--- config.mk ---
export PLATFORM = sky130hd
export DESIGN_NAME = arith_issue_arbiter_flat
export DESIGN_NICKNAME = d
export VERILOG_FILES = /design/src/rtl/arith_issue_arbiter_if.sv /design/src/rtl/arith_issue_arbiter.sv /design/src/flat_wrapper.sv
export SDC_FILE = /design/constraint.sdc
export NUM_CORES = 1
export LEC_CHECK = 0
export ABC_AREA = 1
export ABC_CLOCK_PERIOD_IN_PS = 3300
export CAP_MARGIN = 20
export CORE_MARGIN = 2
export CORE_UTILIZATION = 45
export DETAILED_ROUTE_END_ITERATION = 16
export HOLD_SLACK_MARGIN = 0.08
export PLACE_DENSITY = 0.85
export SYNTH_ARGS = -nofsm -noshare
export SYNTH_HDL_FRONTEND = slang
export SYNTH_SLANG_ARGS = --single-unit
export TNS_END_PERCENT = 20
--- constraint.sdc ---
create_clock -name clock_i -period 3.3 [get_ports clock_i]
set_clock_uncertainty 0.15 [all_clocks]
set_input_delay 0.33 -clock clock_i [delete_from_list [all_inputs] [get_ports clock_i]]
set_output_delay 0.33 -clock clock_i [all_outputs]
set_load 0.005 [all_outputs]
--- src/rtl/arith_issue_arbiter_if.sv ---
// Request/ALU/response bundle for arith_issue_arbiter.
// slave: the arbiter itself; master: the requesters, ALU and status consumer.
interface arith_issue_arbiter_if #(
  parameter int unsigned NUM_REQ = 2,
  parameter int unsigned DATA_W  = 16,
  parameter int unsigned OPC_W   = 7,
  parameter int unsigned ADDR_W  = 5
);
  logic                        flush_i;
  logic [NUM_REQ-1:0]          req_valid_i;
  logic [NUM_REQ-1:0]          req_ready_o;
  logic [NUM_REQ*OPC_W-1:0]    req_opcode_i;
  logic [NUM_REQ*DATA_W-1:0]   req_pop_i;
  logic [NUM_REQ*DATA_W-1:0]   req_sop_i;
  logic [NUM_REQ*ADDR_W-1:0]   req_wbaddr_i;
  logic [NUM_REQ-1:0]          req_iswb_i;
  logic                        alu_enable_o;
  logic [OPC_W-1:0]            alu_opcode_o;
  logic [DATA_W-1:0]           alu_pop_o;
  logic [DATA_W-1:0]           alu_sop_o;
  logic [ADDR_W-1:0]           alu_wbaddr_o;
  logic                        alu_iswb_o;
  logic [1:0]                  alu_status_i;
  logic                        resp_valid_o;
  logic [1:0]                  resp_id_o;
  logic [NUM_REQ*2-1:0]        sticky_status_o;
  logic [NUM_REQ-1:0]          status_clear_i;

  modport slave (
    input  flush_i, req_valid_i, req_opcode_i, req_pop_i, req_sop_i,
           req_wbaddr_i, req_iswb_i, alu_status_i, status_clear_i,
    output req_ready_o, alu_enable_o, alu_opcode_o, alu_pop_o, alu_sop_o,
           alu_wbaddr_o, alu_iswb_o, resp_valid_o, resp_id_o, sticky_status_o
  );

  modport master (
    output flush_i, req_valid_i, req_opcode_i, req_pop_i, req_sop_i,
           req_wbaddr_i, req_iswb_i, alu_status_i, status_clear_i,
    input  req_ready_o, alu_enable_o, alu_opcode_o, alu_pop_o, alu_sop_o,
           alu_wbaddr_o, alu_iswb_o, resp_valid_o, resp_id_o, sticky_status_o
  );
endinterface

--- src/rtl/arith_issue_arbiter.sv ---
// Round-robin arbiter sharing one single-cycle ALU among NUM_REQ requesters.
// Optional ARB_NOP_FILTER_EN: opcode-0 requests are accepted and dropped.
module arith_issue_arbiter #(
  parameter int unsigned NUM_REQ = 2,
  parameter int unsigned DATA_W  = 16,
  parameter int unsigned OPC_W   = 7,
  parameter int unsigned ADDR_W  = 5
) (
  input  logic                  clock_i,
  input  logic                  reset_i,
  arith_issue_arbiter_if.slave  bus
);

  logic [NUM_REQ-1:0] slot_valid;
  logic [OPC_W-1:0]   slot_opc  [NUM_REQ];
  logic [DATA_W-1:0]  slot_pop  [NUM_REQ];
  logic [DATA_W-1:0]  slot_sop  [NUM_REQ];
  logic [ADDR_W-1:0]  slot_wb   [NUM_REQ];
  logic [NUM_REQ-1:0] slot_iswb;

  logic [1:0]         rr_last;
  logic [NUM_REQ-1:0] grant_vec;
  logic               grant_any;
  logic [1:0]         grant_idx;
  logic [NUM_REQ-1:0] ready;
  logic [NUM_REQ-1:0] load;

  logic [OPC_W-1:0]   sel_opc;
  logic [DATA_W-1:0]  sel_pop;
  logic [DATA_W-1:0]  sel_sop;
  logic [ADDR_W-1:0]  sel_wb;
  logic               sel_iswb;

  logic [1:0]         issue_id;
  logic [OPC_W-1:0]   resp_opc;
  logic [1:0]         sticky [NUM_REQ];
  logic               resp_is_arith;

  // Round-robin: first full slot strictly after the last granted requester.
  always_comb begin
    grant_vec = '0;
    grant_any = 1'b0;
    grant_idx = '0;
    for (int unsigned k = 1; k <= NUM_REQ; k++) begin
      for (int unsigned i = 0; i < NUM_REQ; i++) begin
        if (!grant_any && slot_valid[i] && (i == ((32'(rr_last) + k) % NUM_REQ))) begin
          grant_vec[i] = 1'b1;
          grant_any    = 1'b1;
          grant_idx    = 2'(i);
        end
      end
    end
  end

  always_comb begin
    ready = '0;
    load  = '0;
    for (int unsigned i = 0; i < NUM_REQ; i++) begin
      ready[i] = !slot_valid[i] || grant_vec[i];
`ifdef ARB_NOP_FILTER_EN
      load[i]  = bus.req_valid_i[i] && ready[i] &&
                 (bus.req_opcode_i[i*OPC_W +: OPC_W] != '0);
`else
      load[i]  = bus.req_valid_i[i] && ready[i];
`endif
    end
  end

  assign bus.req_ready_o = ready;

  always_comb begin
    sel_opc  = '0;
    sel_pop  = '0;
    sel_sop  = '0;
    sel_wb   = '0;
    sel_iswb = 1'b0;
    for (int unsigned i = 0; i < NUM_REQ; i++) begin
      if (grant_vec[i]) begin
        sel_opc  = slot_opc[i];
        sel_pop  = slot_pop[i];
        sel_sop  = slot_sop[i];
        sel_wb   = slot_wb[i];
        sel_iswb = slot_iswb[i];
      end
    end
  end

  // A granted slot that loads in the same cycle stays full with new contents.
  always_ff @(posedge clock_i) begin
    if (reset_i) begin
      slot_valid <= '0;
      slot_iswb  <= '0;
      for (int unsigned i = 0; i < NUM_REQ; i++) begin
        slot_opc[i] <= '0;
        slot_pop[i] <= '0;
        slot_sop[i] <= '0;
        slot_wb[i]  <= '0;
      end
    end else if (bus.flush_i) begin
      slot_valid <= '0;
    end else begin
      for (int unsigned i = 0; i < NUM_REQ; i++) begin
        if (load[i]) begin
          slot_valid[i] <= 1'b1;
          slot_opc[i]   <= bus.req_opcode_i[i*OPC_W +: OPC_W];
          slot_pop[i]   <= bus.req_pop_i[i*DATA_W +: DATA_W];
          slot_sop[i]   <= bus.req_sop_i[i*DATA_W +: DATA_W];
          slot_wb[i]    <= bus.req_wbaddr_i[i*ADDR_W +: ADDR_W];
          slot_iswb[i]  <= bus.req_iswb_i[i];
        end else if (grant_vec[i]) begin
          slot_valid[i] <= 1'b0;
        end
      end
    end
  end

  always_ff @(posedge clock_i) begin
    if (reset_i) begin
      bus.alu_enable_o <= 1'b0;
      bus.alu_opcode_o <= '0;
      bus.alu_pop_o    <= '0;
      bus.alu_sop_o    <= '0;
      bus.alu_wbaddr_o <= '0;
      bus.alu_iswb_o   <= 1'b0;
      issue_id         <= '0;
      rr_last          <= 2'(NUM_REQ - 1);
    end else if (grant_any && !bus.flush_i) begin
      bus.alu_enable_o <= 1'b1;
      bus.alu_opcode_o <= sel_opc;
      bus.alu_pop_o    <= sel_pop;
      bus.alu_sop_o    <= sel_sop;
      bus.alu_wbaddr_o <= sel_wb;
      bus.alu_iswb_o   <= sel_iswb;
      issue_id         <= grant_idx;
      rr_last          <= grant_idx;
    end else begin
      bus.alu_enable_o <= 1'b0;
    end
  end

  always_ff @(posedge clock_i) begin
    if (reset_i) begin
      bus.resp_valid_o <= 1'b0;
      bus.resp_id_o    <= '0;
      resp_opc         <= '0;
    end else begin
      bus.resp_valid_o <= bus.alu_enable_o && !bus.flush_i;
      bus.resp_id_o    <= issue_id;
      resp_opc         <= bus.alu_opcode_o;
    end
  end

  assign resp_is_arith = (resp_opc == OPC_W'(1)) || (resp_opc == OPC_W'(2));

  always_ff @(posedge clock_i) begin
    if (reset_i) begin
      for (int unsigned i = 0; i < NUM_REQ; i++) sticky[i] <= '0;
    end else begin
      for (int unsigned i = 0; i < NUM_REQ; i++) begin
        if (bus.resp_valid_o && (bus.resp_id_o == 2'(i)) && resp_is_arith)
          sticky[i] <= sticky[i] | bus.alu_status_i;
        else if (bus.status_clear_i[i])
          sticky[i] <= '0;
      end
    end
  end

  always_comb begin
    bus.sticky_status_o = '0;
    for (int unsigned i = 0; i < NUM_REQ; i++) bus.sticky_status_o[2*i +: 2] = sticky[i];
  end

endmodule

--- src/flat_wrapper.sv ---
// flat-port wrapper written by rule: the top's interface ports become plain ports
module arith_issue_arbiter_flat 
#(
  parameter int unsigned NUM_REQ = 2,
  parameter int unsigned DATA_W  = 16,
  parameter int unsigned OPC_W   = 7,
  parameter int unsigned ADDR_W  = 5
)
  (clock_i, reset_i, bus_flush_i, bus_req_valid_i, bus_req_opcode_i, bus_req_pop_i, bus_req_sop_i, bus_req_wbaddr_i, bus_req_iswb_i, bus_alu_status_i, bus_status_clear_i, bus_req_ready_o, bus_alu_enable_o, bus_alu_opcode_o, bus_alu_pop_o, bus_alu_sop_o, bus_alu_wbaddr_o, bus_alu_iswb_o, bus_resp_valid_o, bus_resp_id_o, bus_sticky_status_o);
  arith_issue_arbiter_if #(.NUM_REQ(NUM_REQ), .DATA_W(DATA_W), .OPC_W(OPC_W), .ADDR_W(ADDR_W)) bus_i ();
  input  logic clock_i;
  input  logic reset_i;
  input wire logic [$bits(bus_i.flush_i)-1:0] bus_flush_i;
  input wire logic [$bits(bus_i.req_valid_i)-1:0] bus_req_valid_i;
  input wire logic [$bits(bus_i.req_opcode_i)-1:0] bus_req_opcode_i;
  input wire logic [$bits(bus_i.req_pop_i)-1:0] bus_req_pop_i;
  input wire logic [$bits(bus_i.req_sop_i)-1:0] bus_req_sop_i;
  input wire logic [$bits(bus_i.req_wbaddr_i)-1:0] bus_req_wbaddr_i;
  input wire logic [$bits(bus_i.req_iswb_i)-1:0] bus_req_iswb_i;
  input wire logic [$bits(bus_i.alu_status_i)-1:0] bus_alu_status_i;
  input wire logic [$bits(bus_i.status_clear_i)-1:0] bus_status_clear_i;
  output wire logic [$bits(bus_i.req_ready_o)-1:0] bus_req_ready_o;
  output wire logic [$bits(bus_i.alu_enable_o)-1:0] bus_alu_enable_o;
  output wire logic [$bits(bus_i.alu_opcode_o)-1:0] bus_alu_opcode_o;
  output wire logic [$bits(bus_i.alu_pop_o)-1:0] bus_alu_pop_o;
  output wire logic [$bits(bus_i.alu_sop_o)-1:0] bus_alu_sop_o;
  output wire logic [$bits(bus_i.alu_wbaddr_o)-1:0] bus_alu_wbaddr_o;
  output wire logic [$bits(bus_i.alu_iswb_o)-1:0] bus_alu_iswb_o;
  output wire logic [$bits(bus_i.resp_valid_o)-1:0] bus_resp_valid_o;
  output wire logic [$bits(bus_i.resp_id_o)-1:0] bus_resp_id_o;
  output wire logic [$bits(bus_i.sticky_status_o)-1:0] bus_sticky_status_o;
  assign bus_i.flush_i = bus_flush_i;
  assign bus_i.req_valid_i = bus_req_valid_i;
  assign bus_i.req_opcode_i = bus_req_opcode_i;
  assign bus_i.req_pop_i = bus_req_pop_i;
  assign bus_i.req_sop_i = bus_req_sop_i;
  assign bus_i.req_wbaddr_i = bus_req_wbaddr_i;
  assign bus_i.req_iswb_i = bus_req_iswb_i;
  assign bus_i.alu_status_i = bus_alu_status_i;
  assign bus_i.status_clear_i = bus_status_clear_i;
  assign bus_req_ready_o = bus_i.req_ready_o;
  assign bus_alu_enable_o = bus_i.alu_enable_o;
  assign bus_alu_opcode_o = bus_i.alu_opcode_o;
  assign bus_alu_pop_o = bus_i.alu_pop_o;
  assign bus_alu_sop_o = bus_i.alu_sop_o;
  assign bus_alu_wbaddr_o = bus_i.alu_wbaddr_o;
  assign bus_alu_iswb_o = bus_i.alu_iswb_o;
  assign bus_resp_valid_o = bus_i.resp_valid_o;
  assign bus_resp_id_o = bus_i.resp_id_o;
  assign bus_sticky_status_o = bus_i.sticky_status_o;
  arith_issue_arbiter #(.NUM_REQ(NUM_REQ), .DATA_W(DATA_W), .OPC_W(OPC_W), .ADDR_W(ADDR_W)) u_core (.clock_i(clock_i), .reset_i(reset_i), .bus(bus_i));
endmodule
Yosys cells after proc, flatten, opt, wreduce, memory -nomap -nowiden
Memory sizes are Yosys's and may differ from the RTL's. Cells that the tools add are included.

Register bits after elaboration: 61. RAM bits: 92. Bits of input ports: 99. Memories: 5.

Memory list: u_core.slot_pop (depth 2, bits a word 16, read ports 2, clocked after memory_dff 0, wr ports 2, line arith_issue_arbiter.sv:16) `logic [DATA_W-1:0] slot_pop [NUM_REQ];`; u_core.slot_sop (depth 2, bits a word 16, read ports 2, clocked after memory_dff 0, wr ports 2, line arith_issue_arbiter.sv:17) `logic [DATA_W-1:0] slot_sop [NUM_REQ];`; u_core.slot_opc (depth 2, bits a word 7, read ports 2, clocked after memory_dff 0, wr ports 2, line arith_issue_arbiter.sv:15) `logic [OPC_W-1:0] slot_opc [NUM_REQ];`; u_core.slot_wb (depth 2, bits a word 5, read ports 2, clocked after memory_dff 0, wr ports 2, line arith_issue_arbiter.sv:18) `logic [ADDR_W-1:0] slot_wb [NUM_REQ];`; u_core.sticky (depth 2, bits a word 2, read ports 2, clocked after memory_dff 0, wr ports 2, line arith_issue_arbiter.sv:36) `logic [1:0] sticky [NUM_REQ];`.

Add/subtract/negate cells: 2. Equality and inequality tests: 3. Muxes and demuxes: 61. Bitwise gates (word level): 15. Reductions and logical operators: 32.

Operators by type and width (number): two-way mux 16 bit (8); logical NOT 32 bit (2); two-way mux 1 bit (41); two-way mux 7 bit (4); two-way mux 5 bit (4); logical AND 1 bit (15); OR 1 bit (12); two-way mux 2 bit (4); equality test 7 x 1 -> 1 bit (second input constant) (1); equality test 7 x 2 -> 1 bit (second input constant) (1); logical NOT 1 bit (6); OR 2 bit (2); AND reduction 2 bit (2); nonzero test 2 bit (2); logical OR 1 bit (3); adder 1 bit (second input constant) (2); logical NOT 2 bit (1); OR reduction 2 bit (1); equality test 1 bit (second input constant) (1); inverter 1 bit (1).

Depth between registers and ports, before layout
Gate-level depths: netlist of the first run.

Depth in word-level cells: 23. Depth in mapped cells: 12. Depth with buffers taken out: 9.

Worst setup path after synthesis of the first run
No wires, ideal clock.

Path kind: reg2reg. From: register u_core.slot_valid[0]. To: memory u_core.slot_opc[1][3] (netlist: u_core.slot_opc[0][10]), enable pin. Data arrival time: 1.783 ns. Data required time: 2.748 ns. Setup slack: 0.965 ns. Cell stages (with the launch flop): 9. Buffers on the path: 1. Period minus slack after synthesis: 2.335 ns. Path through: dfxtp_1 -> buf_6 -> nand2_4 -> nand2_2 -> nand2_2 -> nand2_2 -> inv_2 -> nand2_1 -> nand2_1.

RTL lines: start, declared (line arith_issue_arbiter.sv:14) `logic [NUM_REQ-1:0] slot_valid;`; start signal, assigned (line arith_issue_arbiter.sv:91) `slot_valid <= '0;`; start signal, assigned (line arith_issue_arbiter.sv:100) `slot_valid <= '0;`; start signal, assigned by index (line arith_issue_arbiter.sv:104) `slot_valid[i] <= 1'b1;`; end, declared (line arith_issue_arbiter.sv:15).

Final worst setup path of the first run
From: register u_core.slot_valid[1]. To: output port bus_req_ready_o[0].

Word-level cells in the longest chain between the ends: 8.

RTL lines: logical AND 1 bit (2 in series) (line arith_issue_arbiter.sv:46) `if (!grant_any && slot_valid[i] && (i == ((32'(rr_last) + k) % NUM_REQ))) begin`; two-way mux 1 bit (line arith_issue_arbiter.sv:46); logical NOT 1 bit (line arith_issue_arbiter.sv:46); logical AND 1 bit (2 in series) (line arith_issue_arbiter.sv:46); two-way mux 1 bit (line arith_issue_arbiter.sv:46); logical OR 1 bit (line arith_issue_arbiter.sv:59) `ready[i] = !slot_valid[i] || grant_vec[i];`; end, declared (line flat_wrapper.sv:22) `output wire logic [$bits(bus_i.req_ready_o)-1:0] bus_req_ready_o;`.

Every way passes these cells.

==> impl_metrics.csv, run 1 <==
group,metric,value,unit
yosys,yosysWarningCount,0,
power_and_ir_drop,power.net_switching,926,µW
timing,finalMaxSlewViolations,0,
floorplanning,core-area,13300,µm²
power_and_ir_drop,power_report.internal_total,3470,µW
timing,finalSetupViolations,0,
timing,hold_vio_cnt_final,0,
final_layout,most_common_cell_after_layout_fill_and_taps_aside,"inv_1",
setup_path,timing.critical_path.slowest_stage_cell,"dfxtp_1",
yosys,ys_seq_elements,153,
setup_path,worst_endpoint_required_time,2.82,ns
floorplanning,num_rows,42,
clock_tree,cts_buffers,17,
power_and_ir_drop,max-vdd-ir-drop,0.000399,V
setup_path,regToRegStartpoint,"u_core.slot_valid[0]",
grt,antenna_found_initial,1,
route,drt_wl_total,13600,µm
timing,period_utilization,0.749,
power_and_ir_drop,power_frac_comb,0.084,
placed_design,routabilityCongestion,0.839,
timing,finalCriticalPeriod,2.47,ns
floorplanning,die_h,121,µm
clock_tree,path_clk_slew,0.06,ns
final_layout,layout-area-overhead-vs-synth,36.5,%
timing,max_freq,0.404,GHz
clock_tree,insertion_delay,0.41,ns
setup_path,cp_cell_sequence,"nand2_2, nand2_2, nand2_2, clkdlybuf4s50_1",
route,via_per_inst,4.66,
final_layout,fraction_of_layout_instances_using_a_drive_strength_above_1,0.0935,
clock_tree,cts_root_buf,"clkbuf_16",
power_and_ir_drop,net_sw_frac,0.211,
run_status,status,"finished, final reports clean",
yosys,synth.net_count,736,
setup_path,worstSetupEndpointType,"primary output",
floorplanning,design.portCount,154,
clock_tree,tritoncts_clock_tree,"done",
timing,slew_at_the_pin_closest_to_its_max_slew_limit,0.579,ns
grt,gr-total-overflow,0,
yosys,synth_cell_types,22,
yosys,summed_instance_area_of_the_synthesized_netlist,6200,µm²
power_and_ir_drop,share_seq_of_total_power,0.498,
route,num_vias,4562,
final_layout,postLayoutCoreUtil,0.634,
clock_tree,clock_sink_count,153,
floorplanning,total_die_area,14700,µm²
power_and_ir_drop,static-leakage-power,0.00356,µW
timing,grt_setup_unrepaired,"false",
final_layout,most-common-layout-cells,"153 x inv_1, 152 x clkdlybuf4s50_1, 90 x edfxtp_1",
floorplanning,die_width,121,µm
setup_path,worst_endpoint_data_arrival_time,1.99,ns
yosys,ys_seq_area_frac,0.639,
power_and_ir_drop,power_per_unit_of_standard_cell_area,519,nW/µm²
setup_path,critical_path.startpoint,"u_core.slot_valid[1]",
grt,grt_first_pass_wirelength,21600,µm
final_layout,num-nets-final,888,
final_layout,final_cell_area,8470,µm²
worst_hold_path,min_path_type,"reg2reg",
flow_run,max_cap_viols,0,
route,remaining_drc_errors,0,
setup_path,critPathBufInv,1,
grt,track_usage,0.194,
placed_design,placed_cell_area,7900,µm²
clock_tree,ctsHoldBuffers,0,
worst_hold_path,timing.hold.worst.start,"u_core.issue_id[0]",
route,detail_route_antenna_nets,0,
setup_path,path_class,"reg2out",
floorplanning,initial_utilization,0.465,
yosys,synthCells,637,
clock_tree,cts_max_path_buffers,2,
clock_tree,cts_max_level,4,
timing,worst_slew_margin_rel,0.613,
setup_path,timing.critical_path.max_delay_family,"flip-flops",
clock_tree,cts.repair.resized,0,
power_and_ir_drop,clkPwrFrac,0.418,
grt,grt_start_max_net_pins,43,
grt,grt_pass1_vias,4468,
yosys,post_synth.cell_area_avg,9.73,µm²
setup_path,cp_dominant_cell_by_count,"nand2_2",
setup_path,cp-start-kind,"register",
route,routed_wire_length_per_instance,13.9,µm
placed_design,dp.final_hpwl,9220,µm
route,dr.pass1.iters,4,
setup_path,cp_peak_stage_delay,0.64,ns
route,drt_iter0_markers,295,
timing,finalSetupTns,0,ns
clock_tree,post-cts-setup-buffers,0,
setup_path,cp_max_fo,11,
placed_design,numPortBuffers,152,
## cells by family (layout without fill, tap and decap cells)
group | after synthesis | count (layout) | share of synthesized area
AOI/OAI and AO/OA | 53 | 53 | 0.0624
DFF | 153 | 153 | 0.639
and+or+nand+nor | 242 | 242 | 0.172
other | 1 | 2 | 0.000605
buffers and inverters | 188 | 353 | 0.126
## metal layers
| metal | track usage | share of wire | wire length, µm | vias to the layer above |
|---|---|---|---|---|
| met2 | 0.330 | 0.52 | 7030 | 136 |
| met4 | 0.0783 | 0.015 | 208 | 0 |
| met3 | 0.0512 | 0.056 | 764 | 12 |
| met1 | 0.233 | 0.41 | 5610 | 2102 |
| met5 | 0 | 0 | 0 | - |
| li1 | - | - | - | 2312 |
## power groups by stage
stage	Sequential (µW)	Clock, µW	Combinational [µW]
after floorplan	2220	0	170
after global placement	2220	0	367
after detailed placement	2230	0	375
after CTS	2190	1880	377
after global routing	2200	1960	412
final	2190	1840	371
## worst paths after layout
path                             end  slack [ns]  depth (start not counted)
min          u_core.bus.resp_id_o[0]        0.27                          2
max               bus_req_ready_o[0]        0.83                          4
max reg2reg    u_core.slot_sop[0][4]        0.88                         10
min reg2reg  u_core.bus.resp_id_o[0]        0.27                          2
## synth_stat cells
library cell,instances,share of area
buf_4,3,0.0036
inv_1,153,0.093
a21oi_1,4,0.0032
o211ai_1,44,0.053
buf_12,2,0.0065
conb_1,1,0.00060
clkbuf_1,13,0.0079
dfxtp_1,63,0.20
nor2_2,20,0.020
nand2_4,1,0.0018
inv_2,5,0.0030
nor2_1,90,0.054
nand4_1,5,0.0050
nand2_2,6,0.0061
edfxtp_1,90,0.44
buf_2,8,0.0065
nand3_1,57,0.046
nand2_1,63,0.038
buf_1,1,0.00060
o21ai_0,4,0.0032
o21ai_4,1,0.0026
buf_6,3,0.0054
## through the flow
step | worst slack, ns | power [µW] | hold WS (ns) | instances
detailed placement | 0.650 | 2600 | 0.260 | 946
finish | 0.827 | 4400 | 0.267 | 979
global route | 0.712 | 4570 | 0.301 | 979
CTS | 0.799 | 4440 | 0.266 | 978
global placement | 0.744 | 2590 | 0.255 | 946
floorplan | 0.965 | 2390 | 0.250 | 637
## final cells by class
class                   instances  area (µm²)
clock inverters                12         106
multi-input cells             296        1470
repair buffers                163        1650
diodes                          1        2.50
fillers                      1075        4880
clock buffers                  20         457
well taps                     176         220
flip-flops and latches        153        3960
inverters                     158         594
## registers in the layout (all words and copies together), names as in the netlist
name                     count
u_core.bus.resp_valid_o      1
u_core.slot_wb              10
u_core.slot_valid            2
u_core.sticky                4
u_core.bus.alu_sop_o        16
u_core.slot_pop             32
u_core.slot_sop             32
u_core.slot_iswb             2
u_core.bus.alu_wbaddr_o      5
u_core.bus.alu_enable_o      1
u_core.slot_opc             14
u_core.issue_id              1
u_core.bus.alu_iswb_o        1
u_core.bus.alu_opcode_o      7
u_core.rr_last               1
u_core.bus.resp_id_o         1
u_core.resp_opc              7
u_core.bus.alu_pop_o        16
## tightest hold or removal path, cell delays in order, from the launching register on
cell and delay (ns):
dfxtp_1 0.30, inv_1 0.04, nor2_1 0.04
Note: power is estimated with default switching activity, not from simulation.
==> inputs of run 2 (changes only) <==
--- a/config.mk
+++ b/config.mk
@@ -6,7 +6,7 @@
 export NUM_CORES = 1
 export LEC_CHECK = 0
 export ABC_AREA = 1
-export ABC_CLOCK_PERIOD_IN_PS = 3300
+export ABC_CLOCK_PERIOD_IN_PS = 2300
 export CAP_MARGIN = 20
 export CORE_MARGIN = 2
 export CORE_UTILIZATION = 45
==> constraint.sdc (replaced) <==
create_clock -name clock_i -period 2.3 [get_ports clock_i]
set_clock_uncertainty 0.15 [all_clocks]
set_input_delay 0.23 -clock clock_i [delete_from_list [all_inputs] [get_ports clock_i]]
set_output_delay 0.23 -clock clock_i [all_outputs]
set_load 0.005 [all_outputs]
==> impl_metrics.csv, run 2 (same netlist as run 1, synthesis figures left out) <==
group,metric,value,unit
setup_path,critPathBufInv,2,
grt,track_usage,0.196,
timing,period_utilization,0.945,
route,detail_route_antenna_nets,0,
clock_tree,cts_root_buf,"clkbuf_16",
timing,finalCriticalPeriod,2.17,ns
setup_path,cp_dominant_cell_by_count,"nand2_2",
setup_path,cp-start-kind,"register",
setup_path,path_class,"reg2out",
clock_tree,cts.repair.resized,0,
final_layout,final_cell_area,8500,µm²
route,routed_wire_length_per_instance,14.0,µm
timing,finalSetupTns,0,ns
setup_path,timing.critical_path.slowest_stage_cell,"clkdlybuf4s50_1",
setup_path,critical_path_cell_count,5,
clock_tree,tritoncts_clock_tree,"done",
final_layout,layout-area-overhead-vs-synth,37.1,%
floorplanning,total_die_area,14700,µm²
setup_path,worst_endpoint_required_time,1.92,ns
grt,grt_pass1_vias,4519,
timing,grt_setup_unrepaired,"false",
final_layout,most-common-layout-cells,"153 x inv_1, 152 x clkdlybuf4s50_1, 90 x edfxtp_1",
setup_path,reg2reg_depth,8,
clock_tree,cts_max_path_buffers,2,
run_status,status,"finished, final reports clean",
floorplanning,design.portCount,154,
grt,antenna_found_initial,0,
floorplanning,die_width,121,µm
route,remaining_drc_errors,0,
setup_path,worst_endpoint_data_arrival_time,1.79,ns
timing,hold_vio_cnt_final,0,
route,drt_wl_total,13700,µm
setup_path,cp_peak_stage_delay,0.50,ns
clock_tree,path_clk_slew,0.06,ns
final_layout,largest_registers,"u_core.slot_pop (32), u_core.slot_sop (32)",
worst_hold_path,min_path_type,"in2reg",
route,via_per_inst,4.65,
route,dr.pass1.iters,4,
placed_design,routabilityCongestion,0.835,
timing,finalMaxSlewViolations,0,
clock_tree,clock_sink_count,153,
floorplanning,die_h,121,µm
placed_design,dp.final_hpwl,8990,µm
setup_path,worstSetupEndpointType,"primary output",
floorplanning,num_rows,42,
timing,finalSetupViolations,0,
worst_hold_path,hold-path-cell-count,3,
route,num_vias,4560,
grt,gr-total-overflow,0,
setup_path,cp_cell_sequence,"inv_2, nand2_2, nand2_2, nand2_2, clkdlybuf4s50_1",
flow_run,max_cap_viols,0,
final_layout,insertedDiodeCount,0,
floorplanning,core-area,13300,µm²
setup_path,regToRegSetupSlack,0.30,ns
timing,max_freq,0.460,GHz
grt,grt_start_max_net_pins,57,
final_layout,num-nets-final,890,
route,drt_iter0_markers,290,
setup_path,cp_max_fo,7,
floorplanning,initial_utilization,0.465,
grt,grt_first_pass_wirelength,21900,µm
setup_path,timing.critical_path.max_delay_family,"buffers and inverters",
timing,worst_hold_slack,0.237,ns
power_and_ir_drop,power_per_unit_of_standard_cell_area,747,nW/µm²
placed_design,numPortBuffers,152,
clock_tree,insertion_delay,0.42,ns
clock_tree,cts_buffers,17,
power_and_ir_drop,static-leakage-power,0.00358,µW
power_and_ir_drop,max-vdd-ir-drop,0.000515,V
final_layout,fraction_of_layout_instances_using_a_drive_strength_above_1,0.0958,
final_layout,most_common_cell_after_layout_fill_and_taps_aside,"inv_1",
clock_tree,post-cts-setup-buffers,0,
placed_design,placed_cell_area,7920,µm²
clock_tree,cts_max_level,4,
clock_tree,ctsHoldBuffers,0,
run 2: stage by stage:
stage	power (µW)	utilization	worst slack, ns	std cells
global placement	3710	0.593	0.248	948
detailed placement	3730	0.593	0.196	948
CTS	6410	0.637	0.124	980
floorplan	3420	-	0.0216	637
global route	6600	0.637	0.0314	980
finish	6350	0.637	0.127	980
run 2: final timing paths:
kind                             start                 endpoint
setup reg to reg  u_core.slot_valid[1]   u_core.slot_sop[0][20]
hold / removal       bus_req_iswb_i[1]      u_core.slot_iswb[1]
hold reg to reg     u_core.issue_id[0]  u_core.bus.resp_id_o[0]
setup / recovery     u_core.rr_last[0]       bus_req_ready_o[0]
run 2: worst min-delay path, cell delays in order:
cell	delay (ns)
clkdlybuf4s50_1	0.40
nand3_1	0.08
nand2_1	0.05
run 2: where the power goes:
group | switching [µW] | internal, µW | leakage, µW
registers | 56.8 | 3080 | 0.00146
clock network | 1020 | 1660 | 0.000293
logic | 263 | 276 | 0.00183
total | 1340 | 5010 | 0.00358
run 2: per-layer routing:
| layer | vias up | part of all wire | track usage |
|---|---|---|---|
| li1 | 2311 | - | - |
| met1 | 2065 | 0.40 | 0.233 |
| met2 | 154 | 0.51 | 0.335 |
| met3 | 30 | 0.057 | 0.0442 |
| met4 | 0 | 0.026 | 0.0970 |
| met5 | - | 0 | 0 |
run 2: final cells by class:
| cell class | count | area, µm² |
|---|---|---|
| well taps | 176 | 220 |
| clock inverters | 5 | 27.5 |
| inverters | 158 | 594 |
| repair buffers | 165 | 1670 |
| flip-flops and latches | 153 | 3960 |
| clock buffers | 27 | 557 |
| multi-input cells | 296 | 1470 |
| fillers | 1073 | 4850 |
==> inputs of run 3 (changes only) <==
--- a/config.mk
+++ b/config.mk
@@ -13,6 +13,7 @@
 export DETAILED_ROUTE_END_ITERATION = 16
 export HOLD_SLACK_MARGIN = 0.08
 export PLACE_DENSITY = 0.85
+export SKIP_CTS_REPAIR_TIMING = 1
 export SYNTH_ARGS = -nofsm -noshare
 export SYNTH_HDL_FRONTEND = slang
 export SYNTH_SLANG_ARGS = --single-unit
==> results of run 3 <==
Same layout as run 2: the final DEF is identical, and so are final timing and power.
